$ cat src/rtl/mod_residue_encoder_pkg.sv
// =============================================================================
// mod_residue_encoder_pkg : shared constants and FSM encoding for residue encoder
// Rev 1.0
// =============================================================================
`default_nettype none

package mod_residue_encoder_pkg;

  localparam int RES_N = 4;
  localparam int BIN_W = 16;
  localparam int K     = BIN_W / RES_N;
  localparam int CNT_W = (K > 1) ? $clog2(K) : 1;
  localparam logic [RES_N-1:0] ALL_ONES = {RES_N{1'b1}};

  typedef enum logic [1:0] {
    S_IDLE = 2'd0,
    S_FOLD = 2'd1,
    S_NORM = 2'd2,
    S_DONE = 2'd3
  } state_t;

endpackage

`default_nettype wire

$ cat src/rtl/mod_residue_encoder_if.sv
// =============================================================================
// mod_residue_encoder_if : input word / output residue handshake bundle
// Rev 1.0
// =============================================================================
`default_nettype none

interface mod_residue_encoder_if #(
  parameter int N = 4,
  parameter int W = 16
);
  logic         in_valid;
  logic         in_ready;
  logic [W-1:0] in_data;
  logic         out_valid;
  logic         out_ready;
  logic [N-1:0] out_res;

  modport master (
    output in_valid, in_data, out_ready,
    input  in_ready, out_valid, out_res
  );

  modport slave (
    input  in_valid, in_data, out_ready,
    output in_ready, out_valid, out_res
  );
endinterface

`default_nettype wire

$ cat src/rtl/mod_residue_encoder_eac_adder.sv
// =============================================================================
// eac_adder : N-bit end-around-carry adder (ones'-complement style, mod 2^N-1)
// Rev 1.0
// =============================================================================
`default_nettype none

module eac_adder #(
  parameter int N = 4
) (
  input  logic [N-1:0] a,
  input  logic [N-1:0] b,
  output logic [N-1:0] sum
);
  logic [N:0] w_full;

  // Wrapping the carry back in cannot overflow: max low part is 2^N-2 when carry is set.
  assign w_full = {1'b0, a} + {1'b0, b};
  assign sum    = w_full[N-1:0] + {{(N-1){1'b0}}, w_full[N]};
endmodule

`default_nettype wire

$ cat src/rtl/mod_residue_encoder.sv
// =============================================================================
// mod_residue_encoder : sequential binary -> canonical residue mod 2^N-1 encoder
// Rev 1.0
// =============================================================================
`default_nettype none

module mod_residue_encoder
  import mod_residue_encoder_pkg::*;
#(
  parameter int N = RES_N,
  parameter int W = BIN_W
) (
  input  logic                 clk,
  input  logic                 rst_n,
  mod_residue_encoder_if.slave bus
);
  localparam int KC = W / N;
  localparam int CW = (KC > 1) ? $clog2(KC) : 1;
  localparam logic [CW-1:0] c_last = CW'(KC - 1);
  localparam logic [N-1:0]  c_ones = {N{1'b1}};

  state_t        r_state;
  logic [W-1:0]  r_shreg;
  logic [N-1:0]  r_acc;
  logic [CW-1:0] r_cnt;
  logic [N-1:0]  r_res;
  logic          r_out_valid;
  logic [N-1:0]  w_sum;

  eac_adder #(.N(N)) u_eac (
    .a   (r_acc),
    .b   (r_shreg[N-1:0]),
    .sum (w_sum)
  );

  assign bus.in_ready  = (r_state == S_IDLE);
  assign bus.out_valid = r_out_valid;
  assign bus.out_res   = r_res;

  always_ff @(posedge clk or negedge rst_n) begin
    if (!rst_n) begin
      r_state     <= S_IDLE;
      r_shreg     <= '0;
      r_acc       <= '0;
      r_cnt       <= '0;
      r_res       <= '0;
      r_out_valid <= 1'b0;
    end else begin
      case (r_state)
        S_IDLE: begin
          if (bus.in_valid) begin
            r_shreg <= bus.in_data;
            r_acc   <= '0;
            r_cnt   <= '0;
            r_state <= S_FOLD;
          end
        end
        S_FOLD: begin
          r_acc   <= w_sum;
          r_shreg <= r_shreg >> N;
          r_cnt   <= r_cnt + CW'(1);
          if (r_cnt == c_last) begin
            r_state <= S_NORM;
          end
        end
        S_NORM: begin
          // All-ones is the redundant encoding of zero; emit the canonical form.
          r_res       <= (r_acc == c_ones) ? '0 : r_acc;
          r_out_valid <= 1'b1;
          r_state     <= S_DONE;
        end
        S_DONE: begin
          if (bus.out_ready) begin
            r_out_valid <= 1'b0;
            r_state     <= S_IDLE;
          end
        end
        default: r_state <= S_IDLE;
      endcase
    end
  end
endmodule

`default_nettype wire

$ cat src/flat_wrapper.sv
// flat-port wrapper written by rule: the top's interface ports become plain ports
module mod_residue_encoder_flat import mod_residue_encoder_pkg::*;
#(
  parameter int N = RES_N,
  parameter int W = BIN_W
)
  (clk, rst_n, bus_in_valid, bus_in_data, bus_out_ready, bus_in_ready, bus_out_valid, bus_out_res);
  mod_residue_encoder_if #(.N(N), .W(W)) bus_i ();
  input  logic clk;
  input  logic rst_n;
  input wire logic [$bits(bus_i.in_valid)-1:0] bus_in_valid;
  input wire logic [$bits(bus_i.in_data)-1:0] bus_in_data;
  input wire logic [$bits(bus_i.out_ready)-1:0] bus_out_ready;
  output wire logic [$bits(bus_i.in_ready)-1:0] bus_in_ready;
  output wire logic [$bits(bus_i.out_valid)-1:0] bus_out_valid;
  output wire logic [$bits(bus_i.out_res)-1:0] bus_out_res;
  assign bus_i.in_valid = bus_in_valid;
  assign bus_i.in_data = bus_in_data;
  assign bus_i.out_ready = bus_out_ready;
  assign bus_in_ready = bus_i.in_ready;
  assign bus_out_valid = bus_i.out_valid;
  assign bus_out_res = bus_i.out_res;
  mod_residue_encoder #(.N(N), .W(W)) u_core (.clk(clk), .rst_n(rst_n), .bus(bus_i));
endmodule
$ cat config.mk
export PLATFORM = sky130hd
export DESIGN_NAME = mod_residue_encoder_flat
export DESIGN_NICKNAME = d
export VERILOG_FILES = /design/src/rtl/mod_residue_encoder_pkg.sv /design/src/rtl/mod_residue_encoder_if.sv /design/src/rtl/mod_residue_encoder_eac_adder.sv /design/src/rtl/mod_residue_encoder.sv /design/src/flat_wrapper.sv
export SDC_FILE = /design/constraint.sdc
export NUM_CORES = 1
export LEC_CHECK = 0
export ABC_AREA = 1
export ABC_CLOCK_PERIOD_IN_PS = 5200
export CAP_MARGIN = 0
export CORE_AREA = 2 2 59 61
export CTS_CLUSTER_DIAMETER = 60
export DETAILED_ROUTE_END_ITERATION = 8
export DIE_AREA = 0 0 61 63
export PLACE_DENSITY = 0.85
export SKIP_CTS_REPAIR_TIMING = 1
export SLEW_MARGIN = 20
export SYNTH_ARGS = -nofsm -noshare
export SYNTH_HDL_FRONTEND = slang
export SYNTH_SLANG_ARGS = --single-unit
export TNS_END_PERCENT = 100
$ cat constraint.sdc
create_clock -name clk -period 5.2 [get_ports clk]
set_input_delay 0.52 -clock clk [delete_from_list [all_inputs] [get_ports clk]]
set_output_delay 0.52 -clock clk [all_outputs]
set_load 0.02 [all_outputs]
# Yosys cells after proc, flatten, opt, wreduce, memory -nomap -nowiden
# Index checks and enable logic that the tools add are counted.
# totals
n_memories	0
ram_bits	0
input_bits	20
latchBits	0
wordCells	36
regBits	29
mem_bits_ro	0
# classes
n_bitwise	0
n_mul	0
n_div	0
shift	0
reduce_logical	6
n_mux	13
eq_ne	8
n_lt_le_gt_ge	0
n_addsub	3
# op_table
op	n
$pmux 16 s2	1
$mux 16	1
$mux 2	4
$mux 4	2
$pmux 2 s4	1
$pmux 4 s2	1
$eq 2x2->1 const B	3
$add 4x4->5	1
$add 4x1->4	1
$eq 4x4->1 const B	1
$ne 2x2->1 const B	2
$pmux 2 s2	1
$reduce_and 2->1	2
$reduce_bool 2->1	2
$reduce_and 3->1	1
$add 2x1->2 const B	1
$eq 2x1->1 const B	1
$logic_not 2->1	1
$ne 2x1->1 const B	1
$pmux 1 s2	1
$mux 1	1

# Longest topological paths before layout
# logic_depth
ltp_word	3
depth_mapped	12

# Cells and area by module
# A second synthesis with hierarchy kept.
# hier_totals
cells_unflattened	229
area_unflattened_um2	1699.1
# by_module_without_submodules
mod	cells_each	area_per_inst_um2	instances
mod_residue_encoder	191	1451.4	1
eac_adder	38	247.7	1

# Worst setup path before layout
# OpenSTA, ideal clock, no wires.
# synth_timing
path_type	register to register
from	register u_core.r_acc[0]
to	register u_core.r_acc[2]
t_arrival_ns	1.698
setup_ns	0.127
path_buffers	0
path_stages_with_launch	11
slack_ns	3.375
period_less_slack_ns	1.825
path_cell_list	dfrtp_1 > ha_1 > inv_1 > fa_1 > inv_1 > a21oi_1 > o21bai_1 > ha_1 > ha_1 > xor2_1 > o21ai_0
# synth_via
elab_chain_len	3
# synth_lines
element	line_no	rtl
start: declaration	mod_residue_encoder.sv:24	logic [N-1:0] r_acc;
start signal: assignment	mod_residue_encoder.sv:59	r_acc <= w_sum;
$add 4x4->5	mod_residue_encoder_eac_adder.sv:17	assign w_full = {1'b0, a} + {1'b0, b};
$add 4x1->4	mod_residue_encoder_eac_adder.sv:18	assign sum = w_full[N-1:0] + {{(N-1){1'b0}}, w_full[N]};
$pmux 4 s2	mod_residue_encoder.sv:49	case (r_state)
# Every way passes these cells.
# A chain may end at the register's enable or synchronous reset.

# Worst setup path in the final report
# layout_timing
from	register u_core.r_state[0]
to	output port bus_in_ready
# layout_via
elab_chain_len	1
# layout_lines
element	line_no	rtl
start: declaration	mod_residue_encoder.sv:22	state_t r_state;
start signal: assignment	mod_residue_encoder.sv:42	r_state <= S_IDLE;
start signal: assignment	mod_residue_encoder.sv:55	r_state <= S_FOLD;
start signal: assignment	mod_residue_encoder.sv:63	r_state <= S_NORM;
$logic_not 2->1	mod_residue_encoder.sv:36	assign bus.in_ready = (r_state == S_IDLE);
end: declaration	flat_wrapper.sv:14	output wire logic [$bits(bus_i.in_ready)-1:0] bus_in_ready;
# Every way passes these cells.

==> impl_metrics.json <==
{
  "timing.fmax_mhz": 453,
  "path_clk_slew_ns": 0.09,
  "portBuffers": 25,
  "path_class": "flip-flop to output pin",
  "die_h_um": 63,
  "status": "completed",
  "drc_errors": 0,
  "cts_made_buffers": 5,
  "end_kind": "output pin",
  "clk_latency_ns": 0.33,
  "firstDrtPassIters": 4,
  "diodes": 0,
  "instances_no_fill": 253,
  "overflow": 0,
  "final_common_cell": "nand2_1",
  "die_area_sq_um": 3840,
  "cts_root_buffer": "clkbuf_4",
  "drt_iter0_drc": 39,
  "slowest_stage": "clkdlybuf4s50_1",
  "avgSynthCellArea_sq_um": 8.53,
  "layout_common_cells": "nand2_1 (46), dfrtp_1 (29), clkdlybuf4s50_1 (25)",
  "drt-total-wl_um": 2830,
  "slew_headroom_pct": 65.5,
  "syn_inst": 180,
  "hold_viol_final": 0,
  "dp_cells": 246,
  "track_usage_pct": 17.4,
  "grt_pass1_vias": 1129,
  "ys_ff_latch": 29,
  "finClkSkew_ns": 0.00798,
  "path_delay_family": "buffers and inverters",
  "core_area_sq_um": 3230,
  "antenna_found_initial": 0,
  "final_core_util_pct": 57.5,
  "seq_area_frac_synth_pct": 47.3,
  "met1_usage_pct": 22.0,
  "leakage_nw": 0.890,
  "tns_ns": 0,
  "yosysWarnings": 0,
  "place.gp.congestion": 0.770,
  "dp_hpwl_um": 2060,
  "crit_path_max_fanout": 4,
  "crit_arrival_ns": 1.69,
  "synth.net_count": 212,
  "irDropWorstVdd_v": 0.000427,
  "drive_above_1_share_pct": 5.31,
  "min_path_type": "flip-flop to flip-flop",
  "cts_buffer_depth": 2,
  "vias": 1261,
  "max-cap-violations": 0,
  "period_needed_ns": 2.21,
  "areaGrowthSynthToFinish_pct": 21.0,
  "synth_area_sq_um": 1540,
  "fin_nets": 239,
  "worstMarginPinSlew_ns": 0.518,
  "report.final.slew_viol_count": 0,
  "critPathLaunchType": "flip-flop",
  "die_x_um": 61,
  "cts_sinks": 29,
  "rsz0062_at_grt": "false",
  "grt_max_degree": 32,
  "met3_usage_pct": 6.21,
  "cp.required_ns": 4.68,
  "wire_per_inst_um": 11.2,
  "gr-max-usage-layer": "met2",
  "grt_util_met2_pct": 26.2,
  "via_per_inst": 4.98,
  "grt_pass1_wl_um": 4830,
  "fin_crit_sh_pct": 42.5,
  "row_count": 21,
  "drtAntennaViolNets": 0,
  "setup_viol": 0,
  "p_per_area_nw_per_um2": 621,
  "yosys.cell_types.count": 23,
  "h-tree-depth": 2,
  "critical-path-max-stage-delay_ns": 0.62,
  "worst-path-buf-inv": 2,
  "floorplan.initialDensity_pct": 47.5,
  "ios": 26,
  "path_cells": "inv_1, ha_1, clkdlybuf4s50_1",
  "cts_tree": "yes"
}
where the power goes:
part / internal (mW) / switching (mW) / total, mW
combinational: 0.241 / 0.365 / 0.607
clock: 0.0637 / 0.0743 / 0.138
sequential: 0.336 / 0.0722 / 0.409
worst register-to-register path, cell delays in order (launching register included):
cell      delay [ns]
dfrtp_1         0.41
ha_1            0.19
inv_1           0.05
fa_1            0.38
inv_1           0.08
a21oi_1         0.06
o21bai_1        0.18
ha_1            0.20
ha_1            0.16
xor2_1          0.19
o21ai_0         0.10
layer usage:
metal	vias to the layer above	share of wire, %	wire [um]
li1	641	-	-
met2	31	46	1290
met4	0	2.2	63
met1	581	47	1320
met3	8	5.3	149
met5	-	0	0
stage by stage:
stage	power (mW)	cell area, sq um	hold WS (ns)	setup WS [ns]
after floorplan	0.891	1540	0.224	3.38
after global placement	1.00	1800	0.461	3.14
after detailed placement	1.02	1800	0.472	3.11
after CTS	1.16	1860	0.487	2.97
after global routing	1.28	1860	0.507	2.89
final	1.15	1860	0.487	2.99
final timing paths:
check	slack, ns	depth (start not counted)	from	to
min in group asynchronous	0.56	2	rst_n	u_core.r_acc[3]
hold / removal	0.49	1	u_core.r_cnt[0]	u_core.r_cnt[0]
setup reg to reg	3.07	10	u_core.r_acc[0]	u_core.r_acc[2]
setup / recovery	2.99	3	u_core.r_state[0]	bus_in_ready
max in group asynchronous	4.38	2	rst_n	u_core.r_shreg[3]
hold reg to reg	0.49	1	u_core.r_cnt[0]	u_core.r_cnt[0]
cells in the mapped netlist (all sizes together):
master   n  area [sq um]
nand2   48           190
dfrtp   29           726
inv     22          82.6
nor2    16          60.1
nand3   15          75.1
a31oi   12          75.1
ha      11           138
o21ai   10          50.0
buf      5          43.8
a21oi    3          15.0
a22o     2          17.5
clkbuf   1          3.75
fa       1          20.0
nand3b   1          7.51
nand4    1          6.26
o21bai   1          7.51
o221ai   1          8.76
xor2     1          8.76
layout make-up:
class	count	area, sq um
Inverter	22	82.6
Timing Repair Buffer	26	258
Multi-Input combinational cell	123	679
Tap cell	46	57.6
Sequential cell	29	726
Clock buffer	7	55.1
Fill cell	288	1370
state kept, by name, summed over array words and instances (netlist names):
| register | flops |
|---|---|
| u_core.bus.out_valid | 1 |
| u_core.r_cnt | 2 |
| u_core.r_state | 2 |
| u_core.r_acc | 4 |
| u_core.bus.out_res | 4 |
| u_core.r_shreg | 16 |
cell families (layout without fill, tap and decap cells):
family                   after synthesis  after routing  share of synthesized area (%)
flip-flops                            29             29                           47.3
adder cells (fa/ha/maj)               12             12                           10.3
buffers and inverters                 28             55                           8.48
AND/OR/NAND/NOR                       81             81                           22.1
XOR/XNOR                               1              1                          0.571
AO/OA/AOI/OAI                         29             29                           11.3
No activity file was read; power rests on OpenSTA's default activity.
